File: src/rtl/key_debounce_pkg.sv
// key_debounce_pkg: shared FSM encoding, counter width and timing defaults for key_debounce.
package key_debounce_pkg;
    localparam int CNT_W               = 10;
    localparam int DEB_MS_DEF          = 20;
    localparam int REPEAT_DELAY_MS_DEF = 500;
    localparam int REPEAT_RATE_MS_DEF  = 100;
    typedef enum logic [1:0] {IDLE, PRESS_CHK, HELD, REL_CHK} key_state_e;
endpackage

File: src/rtl/key_debounce_fsm.sv
// key_debounce_fsm: one key channel -- 2-flop synchronizer, debounce FSM and tick counter.
// Auto-repeat in HELD exists only when KEY_DEBOUNCE_REPEAT_EN is defined.
module key_debounce_fsm
    import key_debounce_pkg::*;
#(
    parameter int DEB_MS          = DEB_MS_DEF,
    parameter int REPEAT_DELAY_MS = REPEAT_DELAY_MS_DEF,
    parameter int REPEAT_RATE_MS  = REPEAT_RATE_MS_DEF
) (
    input  logic clk,
    input  logic reset,
    input  logic tick_i,
    input  logic raw_i,
    output logic level_o,
    output logic press_o,
    output logic release_o
);
    localparam logic [CNT_W-1:0] DEB_LAST = CNT_W'(DEB_MS - 1);
    logic [1:0] sync_q;
    logic ks;
    key_state_e state_q, state_d;
    logic [CNT_W-1:0] cnt_q, cnt_d;
    logic level_q, level_d, press_q, press_d, rel_q, rel_d;
    logic deb_done, rep_fire;
    assign ks       = sync_q[1];
    assign deb_done = tick_i && cnt_q == DEB_LAST;
`ifdef KEY_DEBOUNCE_REPEAT_EN
    localparam logic [CNT_W-1:0] DELAY_LAST = CNT_W'(REPEAT_DELAY_MS - 1);
    localparam logic [CNT_W-1:0] RATE_LAST  = CNT_W'(REPEAT_RATE_MS - 1);
    logic [CNT_W-1:0] rep_q, rep_d;
    logic first_q, first_d;
    logic rep_idle;
    // Any exit from a steady HELD restarts the repeat schedule from the initial delay.
    assign rep_idle = state_q != HELD || !ks;
    assign rep_fire = !rep_idle && tick_i && rep_q == (first_q ? DELAY_LAST : RATE_LAST);
    always_comb begin
        rep_d   = rep_idle ? '0 : rep_fire ? '0 : tick_i ? rep_q + 1'b1 : rep_q;
        first_d = rep_idle ? 1'b1 : rep_fire ? 1'b0 : first_q;
    end
    always_ff @(posedge clk) begin
        if (!reset) begin
            rep_q   <= '0;
            first_q <= 1'b1;
        end else begin
            rep_q   <= rep_d;
            first_q <= first_d;
        end
    end
`else
    logic [CNT_W-1:0] unused_rep_cfg;
    assign unused_rep_cfg = CNT_W'(REPEAT_DELAY_MS) ^ CNT_W'(REPEAT_RATE_MS);
    assign rep_fire       = 1'b0;
`endif
    always_comb begin
        state_d = state_q;
        cnt_d   = cnt_q;
        level_d = level_q;
        press_d = 1'b0;
        rel_d   = 1'b0;
        case (state_q)
            IDLE: begin
                if (ks) begin
                    state_d = PRESS_CHK;
                    cnt_d   = '0;
                end
            end
            PRESS_CHK: begin
                if (!ks) begin
                    state_d = IDLE;
                end else if (deb_done) begin
                    state_d = HELD;
                    level_d = 1'b1;
                    press_d = 1'b1;
                end else if (tick_i) begin
                    cnt_d = cnt_q + 1'b1;
                end
            end
            HELD: begin
                if (!ks) begin
                    state_d = REL_CHK;
                    cnt_d   = '0;
                end else begin
                    press_d = rep_fire;
                end
            end
            REL_CHK: begin
                if (ks) begin
                    state_d = HELD;
                end else if (deb_done) begin
                    state_d = IDLE;
                    level_d = 1'b0;
                    rel_d   = 1'b1;
                end else if (tick_i) begin
                    cnt_d = cnt_q + 1'b1;
                end
            end
            default: state_d = IDLE;
        endcase
    end
    always_ff @(posedge clk) begin
        if (!reset) begin
            sync_q  <= '0;
            state_q <= IDLE;
            cnt_q   <= '0;
            level_q <= 1'b0;
            press_q <= 1'b0;
            rel_q   <= 1'b0;
        end else begin
            sync_q  <= {sync_q[0], raw_i};
            state_q <= state_d;
            cnt_q   <= cnt_d;
            level_q <= level_d;
            press_q <= press_d;
            rel_q   <= rel_d;
        end
    end
    assign level_o   = level_q;
    assign press_o   = press_q;
    assign release_o = rel_q;
endmodule

File: src/rtl/key_debounce.sv
// key_debounce: N_KEYS independent debounced key channels with press/release pulses.
// Optional auto-repeat is enabled by defining KEY_DEBOUNCE_REPEAT_EN.
module key_debounce
    import key_debounce_pkg::*;
#(
    parameter int N_KEYS          = 4,
    parameter int DEB_MS          = DEB_MS_DEF,
    parameter int REPEAT_DELAY_MS = REPEAT_DELAY_MS_DEF,
    parameter int REPEAT_RATE_MS  = REPEAT_RATE_MS_DEF
) (
    input  logic              clk,
    input  logic              reset,
    input  logic              tick_1ms,
    input  logic [N_KEYS-1:0] key_raw,
    output logic [N_KEYS-1:0] key_level,
    output logic [N_KEYS-1:0] key_press,
    output logic [N_KEYS-1:0] key_release
);
    for (genvar k = 0; k < N_KEYS; k++) begin : g_key
        key_debounce_fsm #(
            .DEB_MS         (DEB_MS),
            .REPEAT_DELAY_MS(REPEAT_DELAY_MS),
            .REPEAT_RATE_MS (REPEAT_RATE_MS)
        ) u_fsm (
            .clk      (clk),
            .reset    (reset),
            .tick_i   (tick_1ms),
            .raw_i    (key_raw[k]),
            .level_o  (key_level[k]),
            .press_o  (key_press[k]),
            .release_o(key_release[k])
        );
    end
endmodule

File: config.mk
export PLATFORM = sky130hd
export DESIGN_NAME = key_debounce
export DESIGN_NICKNAME = d
export VERILOG_FILES = /design/src/rtl/key_debounce_pkg.sv /design/src/rtl/key_debounce_fsm.sv /design/src/rtl/key_debounce.sv
export SDC_FILE = /design/constraint.sdc
export NUM_CORES = 1
export LEC_CHECK = 0
export BUFFER_PORTS_ARGS = -buffer_cell sky130_fd_sc_hd__buf_2
export CAP_MARGIN = 20
export CORE_MARGIN = 1.5
export CORE_UTILIZATION = 57
export CTS_BUF_LIST = sky130_fd_sc_hd__clkbuf_2
export DETAILED_ROUTE_END_ITERATION = 8
export PLACE_DENSITY = 0.74
export SYNTH_ARGS = -nofsm -noshare
export SYNTH_HDL_FRONTEND = slang
export SYNTH_SLANG_ARGS = --single-unit
File: constraint.sdc
create_clock -name clk -period 2 [get_ports clk]
set_input_delay 0.4 -clock clk [delete_from_list [all_inputs] [get_ports clk]]
set_output_delay 0.4 -clock clk [all_outputs]
set_load 0.01 [all_outputs]
* Yosys cells after proc, flatten, opt, wreduce, memory -nomap -nowiden *
Cells that the tools add are included.
Widths: inputs -> output; s select.

storage, ports and cells
  output and inout port bits = 12
  register bits after elaboration = 68
  word-level logic and storage cells = 193

operators by class
  mux-type cells = 80
  eq/ne operators = 48
  reductions and logical operators = 32
  add/subtract/negate cells = 4
  bitwise gates (word level) = 5

operators with widths
  operator               number
  $mux 10                24
  $pmux 10 s4            4
  $mux 2                 24
  $add 10x1->10 const B  4
  $eq 10x5->1 const B    4
  $ne 2x1->1 const B     16
  $pmux 2 s4             4
  $reduce_and 4->1       8
  $mux 1                 20
  $reduce_and 5->1       4
  $eq 2x2->1 const B     8
  $ne 2x2->1 const B     8
  $ne 3x1->1 const B     4
  $ne 3x3->1 const B     4
  $reduce_and 3->1       4
  $reduce_or 3->1        4
  $eq 2x1->1 const B     4
  $logic_not 2->1        4
  $pmux 1 s2             4
  $reduce_bool 2->1      4
  $not 1->1              5
  $logic_and 1x1->1      4

* Logic depth before layout (Yosys ltp) *
  word-level depth = 5
  gate-level depth with buffers = 5
  depth with buffers taken out = 5

* Hierarchy *
A second synthesis with hierarchy kept.

second synthesis, totals
  cells, all modules = 340
  area total of the unflattened synthesis = 3158.0 µm²

modules (own cells, without submodules)
  module            sequential area each (µm²)  area an instance (µm²)  times used  cells each
  key_debounce_fsm  340.3                       789.5                   4           85

* Worst setup path before layout *
Ideal clock, no wire load.

  path type = register to register
  start = reg g_key[3].u_fsm.cnt_q[1]
  end = reg g_key[3].u_fsm.cnt_q[3]
  clock period less this slack = 2.084 ns
  path slack = -0.084 ns
  arrival time = 1.963 ns
  required time = 1.879 ns
  stages on the path, launching flop included = 6
  library setup time = 0.121 ns
  cells stage by stage = dfxtp_1 -> ha_1 -> or4b_4 -> or4_4 -> nand4b_1 -> mux2_2

between the ends
  cells in the longest elaborated chain, start to end = 5
  elaborated cells on any way between the ends = 8
  classes of those cells = add/sub (1); eq/ne (1); mux (5); reduce/logical (1)

RTL lines
  item                                          line                                                                    RTL
  start, declared                               key_debounce_fsm.sv:22                                                  logic [CNT_W-1:0] cnt_q, cnt_d;
  start signal, assigned                        key_debounce_fsm.sv:111                                                 cnt_q <= cnt_d;
  $add 10x1->10 or $eq 10x5->1 (tied branches)  key_debounce_fsm.sv:75, key_debounce_fsm.sv:94, key_debounce_fsm.sv:26
  $mux 10 or $logic_and 1x1->1 (tied branches)  key_debounce_fsm.sv:74, key_debounce_fsm.sv:93, key_debounce_fsm.sv:26
  $mux 10 (*)                                   key_debounce_fsm.sv:89                                                  end else if (deb_done) begin
  $mux 10, on equally long branches             key_debounce_fsm.sv:87, key_debounce_fsm.sv:68
  $pmux 10 s4 (*)                               key_debounce_fsm.sv:60                                                  case (state_q)

Mark *: on every way between the ends. The rest lies on a longest branch, timed or not. The select of a mux whose other input is x is not followed.
A chain may end at the register's enable or synchronous reset.

* Final worst setup path *
  start = reg g_key[3].u_fsm.cnt_q[2]
  end = reg g_key[3].u_fsm.cnt_q[3]

The elaborated chain is that of the path after synthesis.

==> results.cfg <==
[min_path]
hold-path-endpoint = g_key[1].u_fsm.sync_q[0]
worstHoldStart = key_raw[1]
holdPathStages = 2
hold_path.class = input pin to flip-flop

[power_and_ir_drop]
p_int_w = 0.00195
peakVddDrop_uv = 532
p_sw_frac = 0.237
p_clk_frac = 0.410
power.switching_w = 0.000608
p_leak_nw = 1.32
seqPwrFrac = 0.543
combinationalPowerShare = 0.048
finalPower_w = 0.00256
p_per_area_nw_per_um2 = 703

[job]
maxCapViolCount = 0

[logic_synthesis]
synth_xor_area_frac = 0.0481
syn_area_per_cell_um2 = 8.93
yosysMostFrequentCell = dfxtp_1
ys_seq_area_frac = 0.419
synth_compound_area_frac = 0.142
ys_warn_count = 0
syn-instance-count = 364
yosys-top-cells-area = dfxtp_1 (42%), a21oi_1 (3.8%), buf_4 (3.0%)
ys_seq_elements = 68
yosys.area.top_type = dfxtp_1
yosys-top-cells-count = dfxtp_1 (68), a21oi_1 (25), nor2_1 (23)
yosys.area_share.adder = 0.0154
yosysUniqueCellTypes = 55
synth_edf_count = 0
syn_nets = 375
synth_top_family_by_area = simple AND/OR/NAND/NOR gates
synth_async_sr_flop_share = 0
synth_simple_gate_area_frac = 0.293
yosysTopAreaCellShare = 0.419
synth_flop_cell = dfxtp_1
synth_mux_area_frac = 0.0281
syn_area_um2 = 3250

[global_routing]
grt_pass1_vias = 2538
grt_pass1_wl_mm = 11.7
antenna_found_initial = 0
overflow = 0
grt_max_degree = 18
grt_usage = 0.240

[critical_path]
r2r_cells = 4
r2r-end = g_key[3].u_fsm.cnt_q[3]
path_cells = or3_2 > or4_4 > nand4b_1 > mux2_4
cp_slowest_stage_delay_ns = 0.53
worstReg2RegStart = g_key[3].u_fsm.cnt_q[2]
worstSetupEndpointType = flip-flop
rrSetupSlack_ns = 0.06
worst_path_max_delay_cell = or3_2
worstSetupStartpointType = flip-flop
crit_arrival_ns = 2.39
cp.required_ns = 2.44
path_max_fanout = 6
crit_type = flip-flop to flip-flop

[die]
die_h_um = 78.5
rows = 27
fp.dieArea_um2 = 6170
fp.dieW_um = 78.5
io_pins = 19
start_util = 0.591
core-area_um2 = 5510

[cells_and_area]
fin_cells = 467
fin_nets = 401
syn_to_final_growth_pct = 12.1
diodes = 0
utilization = 0.662
stdcell_area_um2 = 3650
layout-drive-gt1-share = 0.180

[routing]
wl_mm = 6.61
firstDrtPassIters = 4
wl_per_cell_um = 14.2
num_vias = 2690
ant_nets = 0
avgViaCountPerCell = 5.76
drc_errors = 0
drt_iter0_markers = 184

[timing]
timing.fmax_mhz = 514
fin_crit_ns = 1.94
slew_headroom = 0.602
slew_viol_final = 0
grt_setup_unrepaired = no
post-route-period-util = 0.972
skew_ns = 0.0284
finalSetupViolCount = 0
hold_viol_final = 0
tightestPinTransition_ns = 0.594

[placed_design]
post-dp-hpwl_mm = 4.62
io_buffers = 18
placed_cell_area_um2 = 3470
place_inst = 451
gp_congestion = 0.836

[clocking]
cts.sink_count = 68
cts_tree = yes
worstSkewPairLatency_ns = 0.54
clk_path_buf_depth = 2
numCtsBuffers = 9
clockRootBuffer = clkbuf_2
clk_pin_slew_worst_paths_ns = 0.19
hold_buffers = 0
htreeDepth = 3

[status]
run_status = complete, no violations
sequential cells by signal (all words and copies together), names as in the netlist, named ones only:
name,flops
g_key.u_fsm.cnt_q,40
g_key.u_fsm.sync_q,8
g_key.u_fsm.level_o,4
g_key.u_fsm.press_o,4
g_key.u_fsm.release_o,4
g_key.u_fsm.state_q,4
worst max-delay path, delay by kind of cell, from the launching register on:
family | cells | cell delay, ns
and+or+nand+nor | 3 | 1.18
muxes | 1 | 0.30
DFF | 1 | 0.39
cells in the final DEF (no fill, tap or decap), types with 8 or more instances in the layout:
master,instances
buf_4,17
nor3_1,9
nand4_1,14
nand3_1,13
o31ai_1,9
clkbuf_2,9
inv_1,13
nor2_1,23
nand2_1,21
dfxtp_1,65
mux2i_1,8
buf_2,18
a21oi_1,25
or4_1,13
and2_1,13
o21ai_0,16
xnor2_1,11
or3_1,10
layout make-up:
cell class | instances | area [um^2]
fillers | 453 | 1860
clock buffers | 9 | 45.0
well taps | 72 | 90.1
flip-flops and latches | 68 | 1370
inverters | 13 | 48.8
multi-input cells | 262 | 1740
clock inverters | 7 | 115
repair buffers | 36 | 238
worst max-delay path by stage:
stage,startpoint,slack (ns),to,cells after the start
CTS,g_key[3].u_fsm.cnt_q[1],0.009,g_key[3].u_fsm.cnt_q[3],5
global placement,g_key[3].u_fsm.cnt_q[1],-0.004,g_key[3].u_fsm.cnt_q[3],5
finish,g_key[3].u_fsm.cnt_q[2],0.06,g_key[3].u_fsm.cnt_q[3],4
global route,g_key[3].u_fsm.cnt_q[9],0.002,g_key[3].u_fsm.cnt_q[3],4
detailed placement,g_key[3].u_fsm.cnt_q[1],-0.02,g_key[3].u_fsm.cnt_q[3],5
floorplan,g_key[3].u_fsm.cnt_q[1],-0.06,g_key[3].u_fsm.cnt_q[3],5
cells by family after synthesis:
family	Yosys count
AND/OR/NAND/NOR	159
AO/OA/AOI/OAI	73
flip-flops	68
buffers and inverters	34
XOR/XNOR	17
multiplexers	9
adder cells (fa/ha/maj)	4
power groups by stage:
stage,logic [W],clock network [W],registers [W]
5_1_grt,0.000135,0.00113,0.00139
3_3_place_gp,0.000116,0,0.00142
6_report,0.000122,0.00105,0.00139
2_1_floorplan,0.0000841,0,0.00141
4_1_cts,0.000121,0.00107,0.00139
3_5_place_dp,0.000119,0,0.00142
per-layer routing:
layer	vias up	track usage	part of all wire
met5	-	0	0
met4	0	0.118	0.018
met3	14	0.0442	0.037
met2	38	0.372	0.46
met1	1248	0.319	0.48
li1	1390	-	-
timing repair:
item	in CTS	in global routing
resized for setup	1	2
gates cloned	0	0
pin swaps	1	3
setup buffers	0	0
setup endpoints to repair	2	6
stage by stage:
stage / hold slack (ns) / worst slack, ns / TNS (ns)
2_1_floorplan: 0.412 / -0.0591 / -0.0591
3_3_place_gp: 0.416 / -0.00402 / -0.00402
3_5_place_dp: 0.426 / -0.0229 / -0.0229
4_1_cts: 0.0453 / 0.00935 / 0
5_1_grt: 0.0646 / 0.00199 / 0
6_report: 0.0610 / 0.0551 / 0
Note: power is estimated with default switching activity, not from simulation.
